==> config.mk <==
export PLATFORM = sky130hd
export DESIGN_NAME = reg_write_sequencer
export DESIGN_NICKNAME = d
export VERILOG_FILES = /design/src/rtl/reg_write_sequencer_pkg.sv /design/src/rtl/seq_prog_mem.sv /design/src/rtl/reg_write_sequencer.sv
export SDC_FILE = /design/constraint.sdc
export NUM_CORES = 1
export LEC_CHECK = 0
export CAP_MARGIN = 20
export CORE_MARGIN = 2
export CORE_UTILIZATION = 51
export CTS_CLUSTER_SIZE = 30
export DETAILED_ROUTE_END_ITERATION = 10
export DONT_BUFFER_PORTS = 1
export GPL_TIMING_DRIVEN = 0
export HOLD_SLACK_MARGIN = 0.1
export MAX_ROUTING_LAYER = met4
export PLACE_DENSITY = 0.69
export SYNTH_ARGS = -nofsm -noshare
export SYNTH_HDL_FRONTEND = slang
export SYNTH_HIERARCHICAL = 1
export SYNTH_SLANG_ARGS = --single-unit
==> constraint.sdc <==
create_clock -name clk -period 2.39 [get_ports clk]
set_input_delay 0.3585 -clock clk [delete_from_list [all_inputs] [get_ports clk]]
set_output_delay 0.3585 -clock clk [all_outputs]
set_load 0.05 [all_outputs]
==> src/rtl/reg_write_sequencer_pkg.sv <==
// rtl/reg_write_sequencer_pkg.sv - shared types and constants for the register-write sequencer
package reg_write_sequencer_pkg;

    // Default geometry of the program store
    localparam int DEF_DEPTH   = 16;
    localparam int DEF_IDX_W   = 4;
    localparam int DEF_DELAY_W = 8;

    // prog_word layout: {delay, reg_addr[2:0], reg_data[4:0]}
    localparam int DATA_LSB  = 0;
    localparam int DATA_W    = 5;
    localparam int ADDR_LSB  = 5;
    localparam int ADDR_W    = 3;
    localparam int DELAY_LSB = 8;

    // Signal generator register map
    localparam logic [2:0] REG_CTRL    = 3'd0;
    localparam logic [2:0] REG_WAVE    = 3'd1;
    localparam logic [2:0] REG_FREQ_LO = 3'd2;
    localparam logic [2:0] REG_FREQ_HI = 3'd3;
    localparam logic [2:0] REG_AMPL    = 3'd4;
    localparam logic [2:0] REG_OFFSET  = 3'd5;
    localparam logic [2:0] REG_PHASE   = 3'd6;
    localparam logic [2:0] REG_DUTY    = 3'd7;

    typedef enum logic [1:0] {
        ST_IDLE  = 2'd0,
        ST_FETCH = 2'd1,
        ST_ISSUE = 2'd2,
        ST_WAIT  = 2'd3
    } seq_state_t;

endpackage

==> src/rtl/seq_prog_mem.sv <==
// rtl/seq_prog_mem.sv - program store with synchronous read, contents not reset
module seq_prog_mem #(
    parameter int DEPTH = 16,
    parameter int IDX_W = 4,
    parameter int WIDTH = 16
) (
    input  logic             clk,
    input  logic             we,
    input  logic [IDX_W-1:0] waddr,
    input  logic [WIDTH-1:0] wdata,
    input  logic [IDX_W-1:0] raddr,
    output logic [WIDTH-1:0] rdata
);

    logic [WIDTH-1:0] mem [DEPTH];

    // Write lands at the edge; read data is registered so it appears one cycle after the address
    always_ff @(posedge clk) begin
        if (we) begin
            mem[waddr] <= wdata;
        end
        rdata <= mem[raddr];
    end

endmodule

==> src/rtl/reg_write_sequencer.sv <==
// rtl/reg_write_sequencer.sv - timed register-write playback with host-priority port arbitration
module reg_write_sequencer
    import reg_write_sequencer_pkg::*;
#(
    parameter int DEPTH   = DEF_DEPTH,
    parameter int IDX_W   = DEF_IDX_W,
    parameter int DELAY_W = DEF_DELAY_W
) (
    input  logic               clk,
    input  logic               rst,
    input  logic               tick,
    input  logic               prog_we,
    input  logic [IDX_W-1:0]   prog_addr,
    input  logic [DELAY_W+7:0] prog_word,
    input  logic               start,
    input  logic               stop,
    input  logic               loop_en,
    input  logic [IDX_W-1:0]   last_idx,
    input  logic               host_we,
    input  logic [2:0]         host_addr,
    input  logic [4:0]         host_data,
    output logic               wr_strobe,
    output logic [2:0]         wr_addr,
    output logic [4:0]         wr_data,
    output logic               busy,
    output logic [IDX_W-1:0]   step_idx,
    output logic               done
);

    localparam int WORD_W = DELAY_W + 8;

    seq_state_t         state;
    logic [IDX_W-1:0]   idx;
    logic [DELAY_W-1:0] cnt;
    logic [WORD_W-1:0]  entry;
    logic               mem_we;
    logic [ADDR_W-1:0]  entry_addr;
    logic [DATA_W-1:0]  entry_data;
    logic [DELAY_W-1:0] entry_delay;

    // The program cannot be modified underneath a running playback
    assign mem_we = prog_we & ~busy;

    assign entry_addr  = entry[ADDR_LSB +: ADDR_W];
    assign entry_data  = entry[DATA_LSB +: DATA_W];
    assign entry_delay = entry[DELAY_LSB +: DELAY_W];
    assign step_idx    = idx;

    // The read address is the current index, so the fetched entry stays stable while ISSUE is held
    seq_prog_mem #(
        .DEPTH (DEPTH),
        .IDX_W (IDX_W),
        .WIDTH (WORD_W)
    ) u_prog_mem (
        .clk   (clk),
        .we    (mem_we),
        .waddr (prog_addr),
        .wdata (prog_word),
        .raddr (idx),
        .rdata (entry)
    );

    // Write port: host writes always win; a sequencer write leaves ISSUE only when the port is free and not stopping
    always_ff @(posedge clk or posedge rst) begin
        if (rst) begin
            wr_strobe <= 1'b0;
            wr_addr   <= '0;
            wr_data   <= '0;
        end else if (host_we) begin
            wr_strobe <= 1'b1;
            wr_addr   <= host_addr;
            wr_data   <= host_data;
        end else if (state == ST_ISSUE && !stop) begin
            wr_strobe <= 1'b1;
            wr_addr   <= entry_addr;
            wr_data   <= entry_data;
        end else begin
            wr_strobe <= 1'b0;
        end
    end

    // Playback FSM: FETCH -> ISSUE -> WAIT per entry, with stop overriding everything
    always_ff @(posedge clk or posedge rst) begin
        if (rst) begin
            state <= ST_IDLE;
            idx   <= '0;
            cnt   <= '0;
            busy  <= 1'b0;
            done  <= 1'b0;
        end else begin
            done <= 1'b0;
            if (stop) begin
                state <= ST_IDLE;
                busy  <= 1'b0;
            end else begin
                case (state)
                    ST_IDLE: begin
                        if (start) begin
                            state <= ST_FETCH;
                            idx   <= '0;
                            busy  <= 1'b1;
                        end
                    end
                    ST_FETCH: begin
                        state <= ST_ISSUE;
                    end
                    ST_ISSUE: begin
                        if (!host_we) begin
                            cnt   <= entry_delay;
                            state <= ST_WAIT;
                        end
                    end
                    ST_WAIT: begin
                        if (cnt == '0) begin
                            if (idx < last_idx) begin
                                idx   <= idx + IDX_W'(1);
                                state <= ST_FETCH;
                            end else if (loop_en) begin
                                idx   <= '0;
                                state <= ST_FETCH;
                            end else begin
                                state <= ST_IDLE;
                                busy  <= 1'b0;
                                done  <= 1'b1;
                            end
                        end else if (tick) begin
                            cnt <= cnt - DELAY_W'(1);
                        end
                    end
                    default: begin
                        state <= ST_IDLE;
                        busy  <= 1'b0;
                    end
                endcase
            end
        end
    end

endmodule
# Word level (Yosys, flattened, before mapping)

Memory sizes are Yosys's and may differ from the RTL's. A register that Yosys moved wholly into a read port is not among the register bits.
Index checks and enable logic that the tools add are counted.

Bits in registers: 25
RAM bits: 256
Bits of input ports: 40
Output and inout port bits: 15
Logic and storage cells: 76
Memories kept: 1

Add/subtract/negate cells: 2
Magnitude comparators: 1
Equal/unequal tests: 14
Mux-type cells: 35
Bitwise operators: 3
Reduce and logical (&&, ||, !) cells: 12

Memories:

| name           | depth | width | read ports | clocked after Yosys merged registers in | wr ports | RTL line           | source |
|---|---|---|---|---|---|---|---|
| u_prog_mem.mem | 16    | 16    | 1          | 1                                       | 1        | seq_prog_mem.sv:15 | `logic [WIDTH-1:0] mem [DEPTH];` |

Operators by type and width:

| kind                                                                   | count |
|---|---|
| 8-bit 2-to-1 mux                                                       | 3 |
| 3-bit inequality test (second input constant)                          | 6 |
| 1-bit 2-to-1 mux                                                       | 16 |
| 4-bit 2-to-1 mux                                                       | 4 |
| 8-bit one-hot mux with 2 select lines                                  | 1 |
| 5-bit AND reduction                                                    | 3 |
| 5-bit 2-to-1 mux                                                       | 2 |
| 2-bit inequality test (second input constant)                          | 5 |
| 8-bit logical NOT                                                      | 1 |
| 2-bit 2-to-1 mux                                                       | 4 |
| 2-bit one-hot mux with 4 select lines                                  | 1 |
| 4-bit one-hot mux with 2 select lines                                  | 1 |
| 8-bit by 1-bit subtractor with 8-bit output (second input constant)    | 1 |
| 3-bit 2-to-1 mux                                                       | 2 |
| 2-bit nonzero test                                                     | 3 |
| 4-bit by 1-bit adder with 4-bit output (second input constant)         | 1 |
| 2-bit equality test (second input constant)                            | 2 |
| 4-bit < comparator                                                     | 1 |
| 3-bit AND reduction                                                    | 1 |
| 3-bit nonzero test                                                     | 1 |
| 2-bit by 1-bit equality test with 1-bit output (second input constant) | 1 |
| 2-bit logical NOT                                                      | 1 |
| 1-bit inverter                                                         | 2 |
| 1-bit one-hot mux with 2 select lines                                  | 1 |
| 3 further kinds                                                        | 3 |

# Logic depth before layout (Yosys ltp)

Word-level depth: 5
Depth in mapped cells: 7

# Cells and area by module

The synthesis kept the hierarchy.

By module, submodules not included:

| module              | instances | cells each | area an instance (sq um) |
|---|---|---|---|
| seq_prog_mem        | 1         | 432        | 10042.1 |
| reg_write_sequencer | 1         | 164        | 1574.0 |

# Worst setup path before layout

No wires, ideal clock.

Path kind: reg-to-reg
From: reg busy
To: mem u_prog_mem.mem[0][0], enable pin
Setup time: 409 ps
Data arrival time: 2464 ps
Setup slack: -484 ps
Cell stages (with the launch flop): 4
Path buffers: 0
Clock period less this slack: 2874 ps
Path through: dfrtp_1 nor2b_1 or3b_2 nor3_1

Cells in the longest elaborated chain, start to end: 4

RTL lines:

| element                                | RTL line                   | source |
|---|---|---|
| start, declared                        | reg_write_sequencer.sv:25  | `output logic busy,` |
| start signal, assigned                 | reg_write_sequencer.sv:88  | `busy <= 1'b0;` |
| start signal, assigned                 | reg_write_sequencer.sv:94  | `busy <= 1'b0;` |
| start signal, assigned                 | reg_write_sequencer.sv:101 | `busy <= 1'b1;` |
| 1-bit inverter                         | reg_write_sequencer.sv:42  | `assign mem_we = prog_we & ~busy;` |
| 1-bit bitwise AND                      | reg_write_sequencer.sv:42  |  |
| via mem_we                             | reg_write_sequencer.sv:36  | `logic mem_we;` |
| 1-bit 2-to-1 mux                       | seq_prog_mem.sv:19         | `if (we) begin` |
| 1-bit 2-to-1 mux (implied by the code) | seq_prog_mem.sv:20         | `mem[waddr] <= wdata;` |
| end, declared                          | seq_prog_mem.sv:15         |  |

The timed path passes the listed nets, and every way through them passes these cells.

# Worst setup path in the final report

From: reg busy
To: mem u_prog_mem.mem[3][2], enable pin

The elaborated chain is that of the path after synthesis.

==> metrics.cfg <==
[power]
pwr-share-clk=0.364
ir_drop_mv=0.579
swShare=0.243
p_switching_mw=3.00
p_leak_nw=4.51
p_int_mw=9.33
p_seq_frac=0.505
power.density_nw_per_um2=903
total_power_mw=12.3
combPwrFrac=0.132

[synthesis]
synth_cell_types=53
synth_area_um2=11600
synth.yosys.warnings=6
ys_seq_elements=297
syn_avg_cell_area_um2=19.5
synth_top_cell_by_area=edfxtp_1
synth_edf_count=256
syn_nets=646
yosysTopAreaCellShare=0.662
synth_cells=596
ys_seq_area_frac=0.743
ys.flop_type=edfxtp_1
ys_top_cells_by_count=edfxtp_1 (256), mux4_2 (54), a22oi_1 (33)
synthArstFlopShare=0.0842
synth_area_leaders=edfxtp_1 (66%), mux4_2 (10%), dfrtp_1 (5.4%)
synth.most_common_cell=edfxtp_1

[sta]
worstMarginPinSlew_ns=0.750
rsz0062_at_grt=false
max-slew-margin-rel=0.495
min_period_over_period=0.969
setup_viol=0
clock.fmax_mhz=432
clock_skew_ns=0.00690
finalCriticalPeriod_ns=2.32
setup_slack_ns=0.0736
hold_viol=0
slew_viol_final=0

[min_path]
hold_depth=2
holdCritPathClass=in2reg
hp-start=prog_addr[0]
hold-path-endpoint=u_prog_mem/mem[4][8]$_DFFE_PP_

[detailed_routing]
first_pass_iters=7
dr_total_vias=6034
drtIter0Drc=589
drc_errors=0
drtAntennaViolNets=0
wl_per_cell_um=24.7
vias_per_cell=6.11
routed_wl_um=24400

[placed_design]
dp.cells=896
place.gp.congestion=0.820
hpwl_um=15900
io_buffers=0
pre_cts_ws_ns=-0.480

[global_route]
grt_pass1_vias=6345
grt_pass1_wl_um=37300
top_usage_layer=met2
grt_use_met2=0.348
grt-ovfl-total=0
grt_max_degree=26
met1_usage=0.299
grt_use_total=0.216
antenna_found_initial=2
grt_use_met3=0.0331

[critical_path]
endpoint_kind=flip-flop
slowest_delay_ns=0.61
cpMaxStageDelayCell=or3b_2
cp.required_ns=2.63
r2r_slack_ns=0.07
critical_path_class=reg2reg
crit_chain=nor2b_4 > or3b_2 > nor2_4 > buf_8
critPathMaxFanout=11
crit_family=simple AND/OR/NAND/NOR gates
critPathLaunchType=flip-flop
cp.arrival_ns=2.56
reg2reg_depth=4
r2r_end=u_prog_mem/mem[3][2]$_DFFE_PP_
path_buf_inv=1
r2r-start=busy$_DFFE_PP0P_

[floorplanning]
start_util=0.516
die-area_um2=24000
rows=55
io_pins=55
core_area_um2=22500
die_h_um=155
die_w_um=155

[final_layout]
drive_gt1_frac=0.240
multi_input_area_um2=2880
area_growth_pct=17.5
stdcell_count=987
fill_cells=1606
seq_area_um2=8640
fin_nets=728

[clock_tree]
clock_path_buffers=3
cts_tree=yes
cts_buffers=30
cts_max_level=1
cts.clk_slew.worst_paths_ns=0.06
cts-root-buf=clkbuf_16
cts_sinks=297
insertion_delay_ns=0.54

[run_status]
outcome=finished clean

[run]
drv_cap=0

-- layout make-up --
cell class | instances | area share
multi-input combinational | 258 | 0.211
timing repair buffer | 50 | 0.0439
inverter | 14 | 0.00385
clock buffer | 43 | 0.0623
tap | 285 | 0.0261
buffer | 27 | 0.0117
antenna | 1 | 0.000183
sequential | 297 | 0.633
clock inverter | 12 | 0.00816
-- logic make-up after synthesis --
logic type      share of synthesized area
fa+ha+maj                          0.0108
simple gates                       0.0405
flops                               0.743
buf+inv                            0.0173
mux                                 0.137
compound gates                     0.0509
-- worst max path at each step --
stage,depth (start not counted),slack (ns),start,endpoint
finish,4,0.07,busy$_DFFE_PP0P_,u_prog_mem/mem[3][2]$_DFFE_PP_
global route,5,0.01,step_idx[2]$_DFFE_PP0P_,u_prog_mem/rdata[7]$_DFF_P_
CTS,4,0.007,step_idx[2]$_DFFE_PP0P_,u_prog_mem/rdata[7]$_DFF_P_
detailed placement,4,-0.48,busy$_DFFE_PP0P_,u_prog_mem/mem[0][2]$_DFFE_PP_
global placement,3,-1.22,busy$_DFFE_PP0P_,u_prog_mem/mem[1][2]$_DFFE_PP_
floorplan,3,-0.04,busy$_DFFE_PP0P_,u_prog_mem/mem[1][0]$_DFFE_PP_
-- what timing repair did --
item,in CTS,in global routing
resized for setup,17,8
buffers inserted,3,0
endpoints found under the hold margin,306,0
hold buffers,31,0
endpoints found under the setup margin,272,12
pin swaps,2,0
-- flip-flops by register name, indices dropped and copies added, names as in the netlist --
register and cells:
step_idx 4, done 1, u_prog_mem/mem 256, state 2, wr_data 5, cnt 8
wr_strobe 1, u_prog_mem/rdata 16, wr_addr 3, busy 1
-- metrics by stage --
step / utilization / setup TNS [ns] / instance area, um2 / hold WS, ns
4_1_cts: 0.606 / 0 / 13600 / 0.118
5_1_grt: 0.607 / 0 / 13700 / 0.130
3_3_place_gp: 0.533 / -218.23 / 12000 / 0.458
6_report: 0.607 / 0 / 13700 / 0.142
2_1_floorplan: - / -2.07 / 11600 / 0.386
3_5_place_dp: 0.545 / -68.18 / 12300 / 0.458
-- power groups by stage --
| stage | Combinational, mW | Clock [mW] | Sequential (mW) |
|---|---|---|---|
| 6_report | 1.62 | 4.48 | 6.22 |
| 5_1_grt | 1.77 | 4.77 | 6.24 |
| 3_3_place_gp | 1.44 | 0 | 6.30 |
| 4_1_cts | 1.62 | 4.55 | 6.21 |
| 3_5_place_dp | 1.51 | 0 | 6.32 |
| 2_1_floorplan | 1.17 | 0 | 6.27 |
-- metal layers --
layer	vias to the layer above	share of wire
met4	0	0.020
met2	234	0.50
met1	3153	0.42
li1	2608	-
met5	-	0
met3	39	0.062
-- layout by cell type, fill, tap and decap left out, types with 4 or more instances in the layout --
cell type / instances
a21oi_1: 9
a22oi_1: 33
buf_2: 8
buf_4: 4
buf_6: 7
buf_8: 12
clkbuf_1: 15
clkbuf_16: 31
clkbuf_2: 6
clkinv_2: 8
dfrtp_1: 22
dfxtp_1: 16
dlygate4sd3_1: 31
edfxtp_1: 256
ha_1: 10
inv_1: 14
mux2i_1: 10
mux4_1: 10
mux4_2: 54
nand2_1: 32
nand2b_1: 5
nor2_1: 10
nor2_2: 10
nor2b_1: 7
nor3_4: 4
o21ai_0: 12
Note: power is estimated with default switching activity, not from simulation.
